**src/rtl/fetch_sequencer_if.sv**
```systemverilog
// Bundles the fetch sequencer's instruction-memory, control-unit and status signals.
// master is the sequencer side; slave is the memory / control-unit / datapath side.
interface fetch_sequencer_if;
    logic        imem_req;
    logic [31:0] imem_addr;
    logic        imem_ack;
    logic [31:0] imem_rdata;
    logic [31:0] instr;
    logic [5:0]  op_code;
    logic        instr_valid;
    logic        instr_ready;
    logic        res_valid;
    logic        jump;
    logic        beq;
    logic        alu_zero;
    logic [31:0] pc;
    logic [31:0] retired_cnt;
    logic        halted;

    modport master (
        output imem_req, imem_addr, instr, op_code, instr_valid, pc, retired_cnt, halted,
        input  imem_ack, imem_rdata, instr_ready, res_valid, jump, beq, alu_zero
    );

    modport slave (
        input  imem_req, imem_addr, instr, op_code, instr_valid, pc, retired_cnt, halted,
        output imem_ack, imem_rdata, instr_ready, res_valid, jump, beq, alu_zero
    );
endinterface

```
**src/rtl/fetch_sequencer.sv**
```systemverilog
// Multi-cycle MIPS instruction-fetch sequencer: owns the PC, fetches, issues, and resolves one instruction at a time.
// Optional macro FETCH_HALT_EN adds a HALT state entered when opcode 6'b111111 resolves.
//
//   state     | meaning
//   ----------+-----------------------------------------------
//   S_IDLE    | after reset, one cycle before the first fetch
//   S_FETCH   | imem_req high, waiting for imem_ack
//   S_ISSUE   | instr_valid high, waiting for instr_ready
//   S_RESOLVE | waiting for res_valid, then PC update
//   S_HALT    | stopped until reset (FETCH_HALT_EN only)
module fetch_sequencer #(
    parameter logic [31:0] RESET_PC = 32'h0000_0000
) (
    input  logic               clk,
    input  logic               rst_n,
    fetch_sequencer_if.master  bus
);

`ifdef FETCH_HALT_EN
    typedef enum logic [2:0] {S_IDLE, S_FETCH, S_ISSUE, S_RESOLVE, S_HALT} state_t;
`else
    typedef enum logic [2:0] {S_IDLE, S_FETCH, S_ISSUE, S_RESOLVE} state_t;
`endif

    state_t      state, state_next;
    logic        load_instr;
    logic        retire;
    logic        update_pc;
    logic [31:0] pc_q;
    logic [31:0] instr_q;
    logic [31:0] retired_q;
    logic        imem_req_q;
    logic        instr_valid_q;
    logic        halted_q;
    logic [31:0] pc4;
    logic [31:0] br_off;
    logic [31:0] pc_target;

    assign pc4    = pc_q + 32'd4;
    assign br_off = {{14{instr_q[15]}}, instr_q[15:0], 2'b00};

    // jump has priority over a taken branch; everything wraps modulo 2^32
    always_comb begin
        pc_target = pc4;
        if (bus.jump)
            pc_target = {pc4[31:28], instr_q[25:0], 2'b00};
        else if (bus.beq && bus.alu_zero)
            pc_target = pc4 + br_off;
    end

    always_comb begin
        state_next = state;
        load_instr = 1'b0;
        retire     = 1'b0;
        update_pc  = 1'b0;
        case (state)
            S_IDLE: state_next = S_FETCH;
            S_FETCH: begin
                if (bus.imem_ack) begin
                    load_instr = 1'b1;
                    state_next = S_ISSUE;
                end
            end
            S_ISSUE: begin
                if (bus.instr_ready)
                    state_next = S_RESOLVE;
            end
            S_RESOLVE: begin
                if (bus.res_valid) begin
                    retire = 1'b1;
`ifdef FETCH_HALT_EN
                    if (instr_q[31:26] == 6'b111111) begin
                        state_next = S_HALT;
                    end else begin
                        update_pc  = 1'b1;
                        state_next = S_FETCH;
                    end
`else
                    update_pc  = 1'b1;
                    state_next = S_FETCH;
`endif
                end
            end
`ifdef FETCH_HALT_EN
            S_HALT: state_next = S_HALT;
`endif
            default: state_next = S_IDLE;
        endcase
    end

    always_ff @(posedge clk or negedge rst_n) begin
        if (!rst_n) begin
            state         <= S_IDLE;
            pc_q          <= RESET_PC;
            instr_q       <= 32'd0;
            retired_q     <= 32'd0;
            imem_req_q    <= 1'b0;
            instr_valid_q <= 1'b0;
            halted_q      <= 1'b0;
        end else begin
            state         <= state_next;
            imem_req_q    <= (state_next == S_FETCH);
            instr_valid_q <= (state_next == S_ISSUE);
`ifdef FETCH_HALT_EN
            halted_q      <= (state_next == S_HALT);
`else
            halted_q      <= 1'b0;
`endif
            if (load_instr)
                instr_q <= bus.imem_rdata;
            if (update_pc)
                pc_q <= pc_target;
            if (retire)
                retired_q <= retired_q + 32'd1;
        end
    end

    assign bus.imem_req    = imem_req_q;
    assign bus.imem_addr   = pc_q;
    assign bus.instr       = instr_q;
    assign bus.op_code     = instr_q[31:26];
    assign bus.instr_valid = instr_valid_q;
    assign bus.pc          = pc_q;
    assign bus.retired_cnt = retired_q;
    assign bus.halted      = halted_q;

endmodule

```
**src/flat_wrapper.sv**
```systemverilog
// flat-port wrapper written by rule: the top's interface ports become plain ports
module fetch_sequencer_flat 
#(
    parameter logic [31:0] RESET_PC = 32'h0000_0000
)
  (clk, rst_n, bus_imem_req, bus_imem_addr, bus_instr, bus_op_code, bus_instr_valid, bus_pc, bus_retired_cnt, bus_halted, bus_imem_ack, bus_imem_rdata, bus_instr_ready, bus_res_valid, bus_jump, bus_beq, bus_alu_zero);
  fetch_sequencer_if bus_i ();
  input  logic clk;
  input  logic rst_n;
  output wire logic [$bits(bus_i.imem_req)-1:0] bus_imem_req;
  output wire logic [$bits(bus_i.imem_addr)-1:0] bus_imem_addr;
  output wire logic [$bits(bus_i.instr)-1:0] bus_instr;
  output wire logic [$bits(bus_i.op_code)-1:0] bus_op_code;
  output wire logic [$bits(bus_i.instr_valid)-1:0] bus_instr_valid;
  output wire logic [$bits(bus_i.pc)-1:0] bus_pc;
  output wire logic [$bits(bus_i.retired_cnt)-1:0] bus_retired_cnt;
  output wire logic [$bits(bus_i.halted)-1:0] bus_halted;
  input wire logic [$bits(bus_i.imem_ack)-1:0] bus_imem_ack;
  input wire logic [$bits(bus_i.imem_rdata)-1:0] bus_imem_rdata;
  input wire logic [$bits(bus_i.instr_ready)-1:0] bus_instr_ready;
  input wire logic [$bits(bus_i.res_valid)-1:0] bus_res_valid;
  input wire logic [$bits(bus_i.jump)-1:0] bus_jump;
  input wire logic [$bits(bus_i.beq)-1:0] bus_beq;
  input wire logic [$bits(bus_i.alu_zero)-1:0] bus_alu_zero;
  assign bus_imem_req = bus_i.imem_req;
  assign bus_imem_addr = bus_i.imem_addr;
  assign bus_instr = bus_i.instr;
  assign bus_op_code = bus_i.op_code;
  assign bus_instr_valid = bus_i.instr_valid;
  assign bus_pc = bus_i.pc;
  assign bus_retired_cnt = bus_i.retired_cnt;
  assign bus_halted = bus_i.halted;
  assign bus_i.imem_ack = bus_imem_ack;
  assign bus_i.imem_rdata = bus_imem_rdata;
  assign bus_i.instr_ready = bus_instr_ready;
  assign bus_i.res_valid = bus_res_valid;
  assign bus_i.jump = bus_jump;
  assign bus_i.beq = bus_beq;
  assign bus_i.alu_zero = bus_alu_zero;
  fetch_sequencer #(.RESET_PC(RESET_PC)) u_core (.clk(clk), .rst_n(rst_n), .bus(bus_i));
endmodule
```
**config.mk**
```make
export PLATFORM = sky130hd
export DESIGN_NAME = fetch_sequencer_flat
export DESIGN_NICKNAME = d
export VERILOG_FILES = /design/src/rtl/fetch_sequencer_if.sv /design/src/rtl/fetch_sequencer.sv /design/src/flat_wrapper.sv
export SDC_FILE = /design/constraint.sdc
export NUM_CORES = 1
export LEC_CHECK = 0
export ABC_AREA = 1
export CAP_MARGIN = 0
export CORE_MARGIN = 5
export CORE_UTILIZATION = 56
export CTS_CLUSTER_SIZE = 16
export DETAILED_ROUTE_END_ITERATION = 8
export GPL_TIMING_DRIVEN = 0
export MAX_ROUTING_LAYER = met4
export PLACE_DENSITY = 0.89
export SLEW_MARGIN = 20
export SYNTH_ARGS = -nofsm -noshare
export SYNTH_HDL_FRONTEND = slang
export SYNTH_SLANG_ARGS = --single-unit
```
**constraint.sdc**
```tcl
create_clock -name clk -period 7.02 [get_ports clk]
set_input_delay 1.404 -clock clk [delete_from_list [all_inputs] [get_ports clk]]
set_output_delay 1.404 -clock clk [all_outputs]
set_load 0.02 [all_outputs]
```
# Word level (Yosys, flattened, before mapping)

Cells that the tools add are included.

Flip-flop bits (word level): 101
Output and inout bits: 137
Word-level logic and storage cells: 26
Input port bits: 40

Add/subtract/negate cells: 3
Reductions and logical operators: 2
Multiplexer cells: 10
Eq/ne operators: 5

Operator list:

| kind                                           | count |
|---|---|
| 2-to-1 mux 32 bit                              | 2 |
| adder 32 x 1 -> 32 bit (second input constant) | 1 |
| adder 32 x 3 -> 32 bit (second input constant) | 1 |
| adder 32 bit                                   | 1 |
| one-hot mux 3 bit (4 select lines)             | 1 |
| == test 3 x 2 -> 1 bit (second input constant) | 3 |
| 2-to-1 mux 3 bit                               | 3 |
| == test 3 x 1 -> 1 bit (second input constant) | 2 |
| 2-to-1 mux 1 bit                               | 4 |
| zero test 3 bit                                | 1 |
| logical AND 1 bit                              | 1 |

# Logic depth before layout (Yosys ltp)

Gate-level depths: netlist of the first run.

Depth in word-level cells: 4
Gate-level depth with buffers: 26
Gate-level depth less buffers: 26

# Worst setup path after synthesis of the first run

OpenSTA, ideal clock, no wires.

Kind: flip-flop to flip-flop
Start: reg u_core.pc_q[2], in the netlist u_core.bus.imem_addr[2]
End: reg u_core.pc_q[21], in the netlist u_core.bus.imem_addr[21]
Buffers on the path: 0
Clock period less this slack: 2802 ps
Setup time: 77 ps
Data arrival time: 2724 ps
Stages on the path, launching flop included: 21
Slack: 4218 ps
Required time: 6943 ps
Cell sequence: dfrtp_1 -> ha_1 -> nand2_1 -> inv_1 -> nand2_1 -> nor2_4 -> nand2_2 -> nor2_2 -> xnor2_1 -> inv_2 -> ha_1 -> nand2_1 -> nor2_1 -> inv_1 -> nor2_1 -> nand4_1 -> nand3_1 -> nand2_1 -> nand3_1 -> nand2_1 -> a21oi_1

Longest elaborated chain between the ends: 4

RTL lines:

| element                    | line                   | text |
|---|---|---|
| from (decl)                | fetch_sequencer.sv:29  | `logic [31:0] pc_q;` |
| from (signal assigned)     | fetch_sequencer.sv:112 | `pc_q <= pc_target;` |
| adder 32 x 3 -> 32 bit (*) | fetch_sequencer.sv:39  | `assign pc4 = pc_q + 32'd4;` |
| adder 32 bit               | fetch_sequencer.sv:48  | `pc_target = pc4 + br_off;` |
| 2-to-1 mux 32 bit (*)      | fetch_sequencer.sv:47  | `else if (bus.beq && bus.alu_zero)` |
| 2-to-1 mux 32 bit (*)      | fetch_sequencer.sv:45  | `if (bus.jump)` |

Mark *: on every way between the ends. The rest lies on a longest branch, timed or not.
A chain may end at the register's enable or synchronous reset.

# Worst setup path in the final report of the first run

Start: reg u_core.instr_q[15], in the netlist u_core.bus.instr[15]
End: out bus_instr[15]

RTL lines:

| element                | line                   | text |
|---|---|---|
| from (decl)            | fetch_sequencer.sv:30  | `logic [31:0] instr_q;` |
| from (signal assigned) | fetch_sequencer.sv:110 | `instr_q <= bus.imem_rdata;` |
| to (decl)              | flat_wrapper.sv:12     | `output wire logic [$bits(bus_i.instr)-1:0] bus_instr;` |

No word-level cell between the ends.

==> results of run 1 <==
[per-layer routing]
metal	routed length [um]	global-route usage, %	vias to the layer above
li1	-	-	4049
met1	10800	43.5	3861
met2	12500	52.4	429
met3	2460	6.10	74
met4	871	10.3	0
met5	0	-	-
[path summary, 6_finish.rpt]
check | startpoint | to | slack [ns] | cells after the start
worst max-delay path | u_core.bus.instr[15] | bus_instr[15] | 3.52 | 1
worst min-delay path | u_core.bus.retired_cnt[31] | u_core.bus.retired_cnt[31] | 0.47 | 1
worst max register to register | u_core.bus.imem_addr[2] | u_core.bus.imem_addr[21] | 3.53 | 20
worst min register to register | u_core.bus.retired_cnt[31] | u_core.bus.retired_cnt[31] | 0.47 | 1
max in group asynchronous | rst_n | u_core.bus.imem_addr[26] | 5.44 | 2
min in group asynchronous | rst_n | u_core.bus.instr[31] | 0.96 | 1
[area by class of cell]
cell class | count | area [um^2]
multi-input combinational | 851 | 4560
sequential | 99 | 2480
timing repair buffer | 172 | 1740
clock buffer | 10 | 229
clock inverter | 6 | 48.8
fill | 1102 | 3690
inverter | 166 | 623
tap | 180 | 225
buffer | 63 | 398
[cell families after synthesis]
group	share of synthesized area, %
AND/OR/NAND/NOR	34.5
buffers and inverters	12.7
AO/OA/AOI/OAI	7.82
flip-flops	30.8
XOR/XNOR	5.67
adder cells (fa/ha/maj)	6.17
multiplexers	2.24
other	0.0467
[sequential cells by signal (all words and copies together) (netlist names)]
register                cells
u_core.bus.imem_addr       30
u_core.bus.imem_req         1
u_core.bus.instr           32
u_core.bus.instr_valid      1
u_core.bus.retired_cnt     32
u_core.state                3
[cells in the final DEF, fill, tap and decap left out, types with 3 or more instances in the layout]
cell	n
nor3_2	7
conb_1	6
o21bai_1	4
a21oi_1	74
nor2_1	102
nand4_1	21
nand2_1	359
a22oi_1	3
nand3_1	76
inv_1	162
buf_4	41
nand2_2	8
clkbuf_16	9
xor2_1	36
and2_1	5
nor3_1	13
nor3_4	3
o21ai_1	3
o21ai_0	23
ha_1	38
mux2_2	16
clkbuf_1	19
xnor2_1	16
nor2_4	4
buf_1	3
dfrtp_1	99
nor2_2	7
inv_2	3
o211ai_1	3
clkdlybuf4s50_1	170
[cell usage after synthesis (8+ instances only)]
master    count
clkbuf_1     18
inv_1       162
mux2_2       16
dfrtp_1      99
ha_1         38
nor2_1      102
nor3_1       13
o21ai_0      23
buf_4        41
nand4_1      21
a21oi_1      74
xor2_1       36
xnor2_1      16
nand3_1      76
nand2_1     359
nand2_2       8
[stage by stage]
| stage | hold WS (ns) | cell area (um^2) | util (%) | power [W] |
|---|---|---|---|---|
| 6_report | 0.471 | 10300 | 73.6 | 0.00405 |
| 5_1_grt | 0.489 | 10300 | 73.6 | 0.00437 |
| 4_1_cts | 0.478 | 10300 | 73.6 | 0.00402 |
| 3_5_place_dp | 0.469 | 10000 | 71.6 | 0.00353 |
| 3_3_place_gp | 0.457 | 9990 | 71.4 | 0.00347 |
| 2_1_floorplan | 0.577 | 8050 | - | 0.00259 |
[power by group through the flow]
stage	registers, W	logic, W	clock network (W)
after floorplan	0.00105	0.00154	0
after global placement	0.000964	0.00251	0
after detailed placement	0.000973	0.00256	0
after CTS	0.000966	0.00257	0.000478
after global routing	0.000995	0.00287	0.000501
final	0.000979	0.00260	0.000477
==> flow_summary.ini, run 1 <==
[sta]
slew_viol_final = 0
post-route-period-util_pct = 49.9
skew_ns = 0.00520
setup_tns_ns = 0
fmax_mhz = 286
rsz0062_at_grt = false
relSlewSlack_pct = 35.4
worstMarginPinSlew_ns = 0.970
finalSetupViolations = 0
hold_viol_final = 0
period_needed_ns = 3.50
setup_ws_ns = 3.52

[power]
power_density_nw_per_um2 = 394
p_sw_share_pct = 50.1
switching_power_w = 0.00203
p_int_w = 0.00202
p_clk_share_pct = 11.8
seq_power_share_pct = 24.2
ir_drop_v = 0.000226
p_comb_share_pct = 64.1
power_leakage_nw = 5.38

[synth]
syn-cell-area_um2 = 8040
synth_edf_count = 0
yosysWarnings = 0
ys.flop_type = dfrtp_1
ys_ff_latch = 99
synthArstFlopShare_pct = 100
ys_top_cells_by_area = dfrtp_1 31%, nand2_1 17%, inv_1 7.6%
synthDistinctLibCells = 48
yosys.area.top_type = dfrtp_1
syn_area_per_cell_um2 = 6.84
synth_seq_area_share_pct = 30.8
netlist_instances = 1174
synth_top_cell_area_share_pct = 30.8

[die]
pin_count = 177
rows = 43
core_area_um2 = 14000
initial_core_util_pct = 57.4
die_h_um = 130
die-area_um2 = 16800
die_w_um = 130

[clock_tree]
cts_max_level = 3
clkLatencyLatePin_ns = 0.35
path_clk_slew_ns = 0.07
clockRootBuffer = clkbuf_16
clockBufferDepth = 2
cts_resized = 0
cts_setup_buffers = 0
cts_sinks = 99
cts_tree = done
cts_buffers = 9
hold_buffers = 0

[detailed_routing]
drc = 0
dr.pass1.iters = 5
viasPerCell = 5.44
antenna_left = 0
via_count = 8413
routed_wl_um = 26600
wire_per_inst_um = 17.2
drt-initial-drc-count = 828

[job]
maxCapViolCount = 0

[layout]
layout.cells.non_filler = 1547
final_nets = 1441
diodes = 0
synthToLayoutAreaGrowth_pct = 28.2
drive_above_1_share_pct = 8.56

[critical_path]
cp.buffers_inverters = 1
crit_path_max_incr_delay_ns = 0.98
end_kind = output port
crit_type = flip-flop to output port
cpLargestDelayFamily = flip-flops
cp-start-kind = flip-flop
critPathSlowestCell = dfrtp_1
critPathMaxFanout = 23
crit_chain = clkdlybuf4s50_1
critical_path_required_ns = 5.62
arrival_ns = 2.10

[global_route]
grt_pass1_wl_um = 42300
globalRouteTotalUtil_pct = 33.1
grt_antenna_before_repair = 0
grt-ovfl-total = 0
grt_start_max_net_pins = 56
grt_pass1_vias = 8226

[placement]
numPortBuffers = 171
dp_cells = 1531
gp_congestion = 0.988
dp_hpwl_um = 21200
place_ws_ns = 3.58

[worst_hold_path]
hold_path_class = flip-flop to flip-flop

[outcome]
status = finished clean
Power figures use the tool's default switching activity.
==> run 2: changes to the inputs <==
- CORE_UTILIZATION: 56 -> 52
- PLACE_DENSITY: 0.89 -> 0.84
- clock period: 7.02 -> 3.5 ns (I/O delays scaled with it)
==> run 2 against run 1 <==
Utilization decreased by 5.3 points. Sequential cell count unchanged. Die area increased by 7.1%. Wire length decreased by 0.42%. Worst setup slack got worse by 3.3 ns. First-iteration DRC count decreased by 14%. Critical endpoint is now u_core.bus.imem_addr[22]. Largest cell class unchanged.
==> flow_summary.ini, run 2 (synthesis gave the netlist of run 1 again) <==
[placement]
dp_cells = 1539
dp_hpwl_um = 21200
numPortBuffers = 171
gp_congestion = 1.02

[global_route]
grt_start_max_net_pins = 62
globalRouteTotalUtil_pct = 30.5
grt_antenna_before_repair = 0
grt-ovfl-total = 0
grt_pass1_wl_um = 42300
grt_pass1_vias = 8173

[critical_path]
crit_path_max_incr_delay_ns = 0.55
r2r_slack_ns = 0.24
crit_start = u_core.bus.imem_addr[13]
arrival_ns = 3.50
critical_path_required_ns = 3.74
critPathMaxFanout = 7
end_kind = flip-flop
timing.rr.end = u_core.bus.imem_addr[22]
crit_chain = inv_1 > nor3_2 > nand2_1 > nor2_1 > xor2_1 > ha_1 > nand2_1 > nor2_1 > inv_1 > nor2_1 > nand4_1 > nand3_1 > nand2_1 > nand3_1 > nand2_1 > nand2_1 > nand2_1
r2r-start = u_core.bus.imem_addr[13]
critPathSlowestCell = dfrtp_1
reg2reg_depth = 17
crit_type = flip-flop to flip-flop
cp-start-kind = flip-flop
crit_top_cell = nand2_1

[detailed_routing]
via_count = 8358
dr.pass1.iters = 5
routed_wl_um = 26500
wire_per_inst_um = 17.0
antenna_left = 0
drc = 0
drt-initial-drc-count = 711
viasPerCell = 5.37

[clock_tree]
clockRootBuffer = clkbuf_16
cts_max_level = 3
clockBufferDepth = 2
cts_sinks = 99
path_clk_slew_ns = 0.07
hold_buffers = 0
cts_buffers = 9
cts_tree = done
clkLatencyLatePin_ns = 0.35

[die]
die_h_um = 134
pin_count = 177
initial_core_util_pct = 52.9
core_area_um2 = 15200
rows = 45
die-area_um2 = 18000
die_w_um = 134

[power]
power_leakage_nw = 5.40
power_density_nw_per_um2 = 798
ir_drop_v = 0.000365
fin_total_pwr_w = 0.00829

[sta]
fmax_mhz = 306
slew_viol_final = 0
relSlewSlack_pct = 37.0
period_needed_ns = 3.26
finalSetupViolations = 0
post-route-period-util_pct = 93.3
rsz0062_at_grt = false
setup_tns_ns = 0
skew_ns = 0.0103
hold_viol_final = 0
worstMarginPinSlew_ns = 0.945
holdWs_ns = 0.242

[layout]
layout.cells.non_filler = 1557
nFillCells = 1294
fin_util_pct = 68.3
layout_commonest_cell = nand2_1
ff_latch_area_um2 = 2480
synthToLayoutAreaGrowth_pct = 29.3
drive_above_1_share_pct = 9.42
final_nets = 1443
diodes = 0
multi_input_area_um2 = 4580
mostFrequentLayoutCells = 358 x nand2_1, 170 x clkdlybuf4s50_1, 162 x inv_1

[job]
maxCapViolCount = 0

[worst_hold_path]
hold_path_class = primary input to async pin

[outcome]
status = finished clean
==> run 2: cell count changes in the layout (fill, tap and decap cells not counted), sizes merged <==
cell / delta
buf: +2
clkbuf: -1
bufinv: +1
clkinvlp: -1
clkinv: +1
==> run 2: final cells by class <==
cell class,instances,share of cell area (%)
multi-input cells,851,44.1
flip-flops and latches,99,23.9
repair buffers,174,16.9
inverters,166,6.00
plain buffers,63,3.83
well taps,188,2.26
clock buffers,9,2.17
clock inverters,7,0.903
==> run 2: report_power, final <==
part | leakage, nW | internal [W] | switching, W
Clock | 0.153 | 0.000574 | 0.000479
Sequential | 1.23 | 0.00142 | 0.000530
Combinational | 4.01 | 0.00217 | 0.00311
==> run 2: through the flow <==
step	setup WS, ns	instance area [um^2]
6_report	0.236	10400
5_1_grt	0.00812	10400
2_1_floorplan	0.698	8050
3_3_place_gp	-1.93	10000
4_1_cts	0.118	10300
3_5_place_dp	0.139	10000
==> run 2: worst max path at each step <==
stage                                           to  depth (start not counted)
after floorplan           u_core.bus.imem_addr[21]                         20
after detailed placement  u_core.bus.imem_addr[25]                         22
after CTS                 u_core.bus.imem_addr[25]                         22
final                     u_core.bus.imem_addr[22]                         17
after global placement    u_core.bus.imem_addr[29]                          1
after global routing      u_core.bus.imem_addr[23]                         21
==> run 2: worst max-delay path: cells and delay by family (launching register included) <==
family,cells,cell delay [ns]
AND/OR/NAND/NOR,13,1.77
buffers and inverters,2,0.20
flip-flops,1,0.55
adder cells (fa/ha/maj),1,0.26
XOR/XNOR,1,0.34
==> run 2: routing by layer <==
| layer | track usage, % | vias to the layer above | wire length, um |
|---|---|---|---|
| li1 | - | 4056 | - |
| met1 | 39.0 | 3920 | 11200 |
| met2 | 49.7 | 324 | 12500 |
| met3 | 5.18 | 58 | 2120 |
| met4 | 9.16 | 0 | 701 |
| met5 | - | - | 0 |
==> run 2: repair_timing <==
action                     in CTS  in global routing
gates resized for setup         0                 10
setup endpoints to repair       0                 11
setup buffers                   0                  2
==> run 3: changes to the inputs <==
- CORE_UTILIZATION: 52 -> 53
- CTS_BUF_LIST: not set -> sky130_fd_sc_hd__clkbuf_2
- PLACE_DENSITY: 0.84 -> 0.85
==> run 3 against run 2 <==
Worst setup slack worse by 0.018 ns. Via count increased by 0.18%. Clock skew rose by 0.029 ns. Cell area shrank 1.8%.
==> flow_summary.ini, run 3 (synthesis gave the netlist of run 1 again) <==
[critical_path]
critical_path_required_ns = 4.01
critPathSlowestCell = dfrtp_2
crit_type = flip-flop to flip-flop
crit_top_cell = nand2_1
arrival_ns = 3.79
crit_chain = ha_1 > nand2_1 > inv_1 > nand2_1 > nor2_4 > nand2_2 > nor2_2 > nand2_1 > nand2_1 > nand2_1 > ha_1 > nand2_1 > nor2_1 > and2_1 > nand3_1 > nand3_1 > nand2_1 > nand3_1 > nand2_1 > nand2_1 > nand2_1
timing.rr.end = u_core.bus.imem_addr[24]
cp-start-kind = flip-flop
cp.buffers_inverters = 1
critPathMaxFanout = 8
r2r-start = u_core.bus.imem_addr[2]
end_kind = flip-flop
crit_path_max_incr_delay_ns = 0.53
cpLargestDelayFamily = simple AND/OR/NAND/NOR gates
reg2reg_depth = 21
r2r_slack_ns = 0.22

[global_route]
grt_start_max_net_pins = 57
grt-ovfl-total = 0
grt_antenna_before_repair = 0
globalRouteTotalUtil_pct = 29.4
grt_pass1_vias = 8219
grt_pass1_wl_um = 40900

[sta]
post-route-period-util_pct = 93.8
period_needed_ns = 3.28
hold_viol_final = 0
relSlewSlack_pct = 41.0
worstMarginPinSlew_ns = 0.885
skew_ns = 0.0391
holdWs_ns = 0.489
fmax_mhz = 305
slew_viol_final = 0
finalSetupViolations = 0

[layout]
final_nets = 1442
mostFrequentLayoutCells = 359 x nand2_1, 170 x clkdlybuf4s50_1, 162 x inv_1
layout.cells.non_filler = 1556
synthToLayoutAreaGrowth_pct = 27.0
diodes = 0
layout_commonest_cell = nand2_1
final_cell_area_um2 = 10200
drive_above_1_share_pct = 9.50

[clock_tree]
cts_sinks = 99
cts_tree = done
cts_max_level = 3
clockRootBuffer = clkbuf_2
cts_buffers = 9
clkLatencyLatePin_ns = 0.59
path_clk_slew_ns = 0.29
clockBufferDepth = 2
cts_setup_buffers = 0

[power]
power_density_nw_per_um2 = 770
ir_drop_v = 0.000395
fin_total_pwr_w = 0.00786
power_leakage_nw = 5.32

[detailed_routing]
viasPerCell = 5.38
dr.pass1.iters = 6
routed_wl_um = 25600
via_count = 8373
wire_per_inst_um = 16.5
antenna_left = 0
drc = 0
drt-initial-drc-count = 955

[die]
initial_core_util_pct = 53.4
die_h_um = 133
pin_count = 177
rows = 45
die-area_um2 = 17700
die_w_um = 133
core_area_um2 = 15000

[job]
maxCapViolCount = 0

[worst_hold_path]
hold_path_class = flip-flop to flip-flop
hold_path_end = u_core.bus.retired_cnt[31]
min_from = u_core.bus.retired_cnt[31]
hold_depth = 1

[placement]
dp_cells = 1539
placed_area_um2 = 10000
dp_hpwl_um = 20700
numPortBuffers = 171
gp_congestion = 0.999

[outcome]
status = finished clean
## run 3: area by class of cell
type,count,area [um^2]
Clock inverter,6,96.3
Inverter,166,623
Clock buffer,10,50.0
Timing Repair Buffer,173,1750
Multi-Input combinational cell,851,4560
Fill cell,1254,4830
Sequential cell,99,2490
Buffer,63,398
Tap cell,188,235
## run 3: through the flow
step | worst slack, ns | utilization, % | TNS [ns]
floorplan | 0.698 | - | 0
global placement | -1.92 | 66.5 | -189.57
detailed placement | 0.265 | 66.7 | 0
CTS | 0.213 | 67.8 | 0
global route | -0.00607 | 67.9 | -0.00607
finish | 0.218 | 67.9 | 0
## run 3: worst max path at each step
stage / startpoint / to / slack, ns / depth (start not counted)
floorplan: u_core.bus.imem_addr[2] / u_core.bus.imem_addr[21] / 0.70 / 20
global placement: rst_n / u_core.bus.retired_cnt[22] / -1.92 / 1
detailed placement: u_core.bus.imem_addr[3] / u_core.bus.imem_addr[21] / 0.27 / 19
CTS: u_core.bus.imem_addr[3] / u_core.bus.imem_addr[21] / 0.21 / 20
global route: u_core.bus.imem_addr[2] / u_core.bus.imem_addr[20] / -0.006 / 17
finish: u_core.bus.imem_addr[2] / u_core.bus.imem_addr[24] / 0.22 / 21
## run 3: repair_timing
action / CTS / global route
endpoints found under the hold margin: 30 / 0
gates resized for setup: 0 / 12
hold buffers: 1 / 0
setup endpoints to repair: 0 / 12
## run 3: per-layer routing
metal | share of wire (%) | track usage, % | vias up
li1 | - | - | 4045
met1 | 40 | 37.2 | 3807
met2 | 47 | 47.6 | 432
met3 | 9.5 | 6.12 | 89
met4 | 3.8 | 9.20 | 0
met5 | 0 | - | -
## run 3: power breakdown
part	internal [W]	switching (W)	total [W]	leakage, nW
sequential	0.00143	0.000525	0.00195	1.22
combinational	0.00215	0.00309	0.00525	4.01
clock	0.000248	0.000409	0.000657	0.0846
total	0.00383	0.00403	0.00786	5.32
